`config.mk`:
```
export PLATFORM = sky130hd
export DESIGN_NAME = dm_cache_ctrl
export DESIGN_NICKNAME = d
export VERILOG_FILES = /design/src/rtl/dm_cache_ctrl.sv
export SDC_FILE = /design/constraint.sdc
export NUM_CORES = 1
export LEC_CHECK = 0
export BUFFER_PORTS_ARGS = -buffer_cell sky130_fd_sc_hd__buf_2
export CAP_MARGIN = 20
export CORE_AREA = 2 2 277 279
export CTS_BUF_LIST = sky130_fd_sc_hd__clkbuf_16
export DETAILED_ROUTE_END_ITERATION = 10
export DIE_AREA = 0 0 279 281
export SETUP_SLACK_MARGIN = 0.2
export SLEW_MARGIN = 25
export SYNTH_ARGS = -nofsm -noshare
export SYNTH_HDL_FRONTEND = slang
export SYNTH_SLANG_ARGS = --single-unit
```
`constraint.sdc`:
```
create_clock -name clk -period 7 [get_ports clk]
set_input_delay 0.7 -clock clk [delete_from_list [all_inputs] [get_ports clk]]
set_output_delay 0.7 -clock clk [all_outputs]
set_load 0.02 [all_outputs]
```
`src/rtl/dm_cache_ctrl.sv`:
```
// Direct-mapped cache controller: CPU word requests against a single-port tag/data
// store, with dirty write-back and write-allocate line transfers to the next level.
module dm_cache_ctrl #(
    parameter int ADDR_W  = 32,
    parameter int WORD_W  = 32,
    parameter int LINE_W  = 128,
    parameter int INDEX_W = 3,
    parameter int TAG_W   = ADDR_W - INDEX_W - 4
) (
    input  logic               clk,
    input  logic               rst,
    input  logic [ADDR_W-1:0]  cpu_addr,
    input  logic [WORD_W-1:0]  cpu_wdata,
    input  logic               cpu_rw,
    input  logic               cpu_valid,
    output logic [WORD_W-1:0]  cpu_rdata,
    output logic               cpu_ready,
    output logic [ADDR_W-1:0]  mem_addr,
    output logic [LINE_W-1:0]  mem_wdata,
    output logic               mem_rw,
    output logic               mem_valid,
    input  logic [LINE_W-1:0]  mem_rdata,
    input  logic               mem_ready,
    output logic [INDEX_W-1:0] tag_index,
    output logic               tag_we,
    output logic [TAG_W+1:0]   tag_wr,
    input  logic [TAG_W+1:0]   tag_rd,
    output logic [INDEX_W-1:0] data_index,
    output logic               data_we,
    output logic [LINE_W-1:0]  data_wr,
    input  logic [LINE_W-1:0]  data_rd
);
    localparam int OFF_W = 4;
    localparam int WORDS = LINE_W / WORD_W;
    localparam int SEL_W = $clog2(WORDS);

    typedef enum logic [1:0] {IDLE, COMPARE, WRITE_BACK, ALLOCATE} state_t;

    typedef struct packed {
        logic [ADDR_W-1:0] addr;
        logic [WORD_W-1:0] wdata;
        logic              rw;
    } req_t;

    state_t state, state_nxt;
    req_t   req;

    logic [TAG_W-1:0]   req_tag;
    logic [INDEX_W-1:0] req_idx;
    logic [SEL_W-1:0]   word_sel;
    logic               rd_valid, rd_dirty, hit;
    logic [TAG_W-1:0]   rd_tag;

    assign req_tag  = req.addr[ADDR_W-1 -: TAG_W];
    assign req_idx  = req.addr[OFF_W +: INDEX_W];
    assign word_sel = req.addr[2 +: SEL_W];

    assign {rd_valid, rd_dirty, rd_tag} = tag_rd;
    assign hit = rd_valid && (rd_tag == req_tag);

    assign tag_index  = req_idx;
    assign data_index = req_idx;

    always_ff @(posedge clk or posedge rst) begin
        if (rst) begin
            state <= IDLE;
            req   <= '0;
        end else begin
            state <= state_nxt;
            if (state == IDLE && cpu_valid)
                req <= {cpu_addr, cpu_wdata, cpu_rw};
        end
    end

    always_comb begin
        state_nxt = state;
        cpu_rdata = '0;
        cpu_ready = 1'b0;
        mem_addr  = '0;
        mem_wdata = '0;
        mem_rw    = 1'b0;
        mem_valid = 1'b0;
        tag_we    = 1'b0;
        tag_wr    = '0;
        data_we   = 1'b0;
        data_wr   = '0;
        case (state)
            IDLE: if (cpu_valid) state_nxt = COMPARE;
            COMPARE: begin
                if (hit) begin
                    cpu_ready = 1'b1;
                    state_nxt = IDLE;
                    if (req.rw) begin
                        data_we = 1'b1;
                        data_wr = data_rd;
                        data_wr[WORD_W*int'(word_sel) +: WORD_W] = req.wdata;
                        tag_we  = 1'b1;
                        tag_wr  = {2'b11, req_tag};
                    end else begin
                        cpu_rdata = data_rd[WORD_W*int'(word_sel) +: WORD_W];
                    end
                end else if (rd_valid && rd_dirty) begin
                    state_nxt = WRITE_BACK;
                end else begin
                    state_nxt = ALLOCATE;
                end
            end
            WRITE_BACK: begin
                // victim address comes from the stored tag, not the request
                mem_valid = 1'b1;
                mem_rw    = 1'b1;
                mem_addr  = {rd_tag, req_idx, {OFF_W{1'b0}}};
                mem_wdata = data_rd;
                if (mem_ready) state_nxt = ALLOCATE;
            end
            ALLOCATE: begin
                mem_valid = 1'b1;
                mem_addr  = {req_tag, req_idx, {OFF_W{1'b0}}};
                if (mem_ready) begin
                    data_we   = 1'b1;
                    data_wr   = mem_rdata;
                    tag_we    = 1'b1;
                    tag_wr    = {2'b10, req_tag};
                    state_nxt = COMPARE;
                end
            end
            default: state_nxt = IDLE;
        endcase
    end
endmodule

```
==> flow_summary.toml <==
[status]
status = "completed"

[die]
placementRows = 101
coreArea_um2 = 75400
die_w_um = 279
dieArea_um2 = 78400
io_pins = 710
initial_core_util_pct = 10.9
dieHeight_um = 281

[global_routing]
grt_use_total_pct = 15.2
grt_pass1_wl_um = 82600
grt_max_degree = 86
antenna_found_initial = 16
grt-ovfl-total = 0
grt_pass1_vias = 10600

[finish]
area_growth_pct = 58.5
mostFrequentLayoutCells = "buf_2, nand2_1, and2_1"
final_common_cell = "buf_2"
multi_input_area_um2 = 6100
drive_gt1_share_pct = 52.6
fillerInstances = 8591
regArea_um2 = 1630
num-nets-final = 2045

[power_and_ir_drop]
p_int_mw = 1.97
p_sw_share_pct = 55.3
clkPwrFrac_pct = 12.8
vdd_drop_max_mv = 0.236
p_sw_mw = 2.43
power_density_nw_per_um2 = 337
pwr-share-seq_pct = 21.8
combPwrFrac_pct = 65.5
leakagePower_nw = 6.44

[synth]
synth.distinct_cells = 46
avgSynthCellArea_um2 = 7.81
synthTopCellsByArea = "dfrtp_1, and2_1, nor2b_1"
synth_top_area_share_pct = 19.8
ys_seq_elements = 65
synth_edf_count = 0
synthCells = 1053
ys.flop_type = "dfrtp_1"
netlist_area_um2 = 8230
yosysTopAreaCell = "dfrtp_1"
yosysWarnings = 0
synth-seq-area-share_pct = 19.8
synth-async-reset-ratio_pct = 100

[critical_path]
cp-end-kind = "output port"
reg2reg_depth = 6
cp_data_required_time_ns = 6.30
worstSetupPathType = "flop to output port"
crit_fanout = 20
start_kind = "flop"
slowest_stage = "dfrtp_4"
max_stage_delay_ns = 0.73
worstPathCellList = "inv_1 -> ha_2 -> nor2_1 -> and3_2 -> buf_4 -> a21oi_1 -> o21ai_0 -> buf_2"
arrival_ns = 4.13

[sta]
final.period_utilization_pct = 69.0
min_period_ns = 4.83
relSlewSlack_pct = 29.2
grt_setup_unrepaired = "false"
fin_skew_ns = 0.0105
tns_ns = 0
worst_slew_pin_slew_ns = 1.06
fmax_mhz = 207
finalHoldViolCount = 0
final-setup-viol-count = 0
slew_viol_final = 0
holdWs_ns = 0.303

[routing]
routed_wl_um = 62900
firstDrtPassIters = 5
dr_wl_met2_um = 27300
wl_met3_um = 6340
num_vias = 11100
ant_nets = 0
dr.max_layer_used = "met5"
wl_per_cell_um = 23.5
viasPerCell = 4.14
drc = 0
drtIter0Drc = 670
met1Wirelength_um = 26800

[clock_network]
cts_tree = "yes"
clk_latency_ns = 0.37
clk_pin_slew_ns = 0.08
cts_sinks = 65
cts_buffers = 9
post_cts.repair.setup_buffers = 0
root_buffer = "clkbuf_16"
holdBufCountCts = 0
htreeDepth = 3
clock_path_buffers = 2
cts-resized-gates = 0

[job]
drv_cap = 0

[worst_hold_path]
hold_class = "input port to asynchronous set/reset pin"

[placement]
place_hpwl_um = 49200
io_buffers = 703
place.gp.congestion = 0.851
worst max-delay path: cells and delay by family (launching register included):
| family | cells | cell delay, ns |
|---|---|---|
| and+or+nand+nor | 2 | 1.21 |
| buffers and inverters | 3 | 0.85 |
| DFF | 1 | 0.73 |
| AOI/OAI and AO/OA | 2 | 0.52 |
| adders and majority gates | 1 | 0.38 |
per-stage QoR:
stage	power, mW	setup WS [ns]	util (%)	instance area [um^2]	std cells
2_1_floorplan	2.59	3.47	-	8240	1056
3_3_place_gp	3.78	2.42	16.8	12700	2651
3_5_place_dp	3.81	2.40	16.8	12700	2651
4_1_cts	4.41	1.93	17.3	13000	2666
5_1_grt	4.64	1.81	17.3	13000	2671
6_report	4.40	2.17	17.3	13000	2675
per-layer routing:
metal	GRT usage, %	vias up
met4	5.65	6
met1	19.1	5288
met3	5.96	120
met5	0	-
met2	23.4	754
li1	-	4919
sequential cells by signal, summed over array words and instances, names as in the netlist:
register / flops
data_index: 3
state: 2
req: 60
cells by family (layout without fill, tap and decap cells):
family,after synthesis,in the layout,share of synthesized area (%)
buffers and inverters,121,753,6.78
AOI/OAI and AO/OA,314,314,23.9
and+or+nand+nor,428,428,28.6
xor gates and xnor gates,18,18,1.92
DFF,65,65,19.8
muxes,97,97,17.6
adders and majority gates,9,9,1.37
other,1,13,0.0456
worst paths after layout:
path | from | endpoint | slack [ns]
hold reg to reg | req[55] | req[55] | 0.56
hold / removal | rst | req[35] | 0.30
max in group asynchronous | rst | req[36] | 5.46
setup reg to reg | state[1] | state[1] | 4.58
min in group clk | cpu_wdata[22] | req[23] | 0.55
setup / recovery | req[35] | data_wr[24] | 2.17
power groups by stage:
stage                     Clock [mW]  Combinational [mW]  Sequential [mW]
after floorplan                    0                1.85            0.739
after global placement             0                2.84            0.945
after detailed placement           0                2.86            0.951
after CTS                      0.598                2.87            0.946
after global routing           0.606                3.06            0.979
final                          0.562                2.88            0.957
cell usage after synthesis (10+ instances only):
| library cell | number |
|---|---|
| a21boi_2 | 10 |
| a21oi_1 | 92 |
| a22o_1 | 25 |
| a22oi_1 | 30 |
| and2_1 | 132 |
| buf_4 | 12 |
| clkbuf_1 | 80 |
| dfrtp_1 | 65 |
| inv_1 | 12 |
| mux2_2 | 63 |
| mux4_2 | 32 |
| nand2_1 | 136 |
| nor2b_1 | 130 |
| o21ai_0 | 90 |
| o21ai_1 | 18 |
| o21ai_2 | 20 |
| xnor2_1 | 18 |
cell type report:
type                    count  share of cell area [%]
well taps                 978                    9.38
inverters                  14                   0.422
diodes                      9                   0.173
clock buffers               9                    1.73
flip-flops and latches     65                    12.5
clock inverters             6                   0.710
repair buffers            724                    28.3
multi-input cells         870                    46.8
No activity file was read; power rests on OpenSTA's default activity.
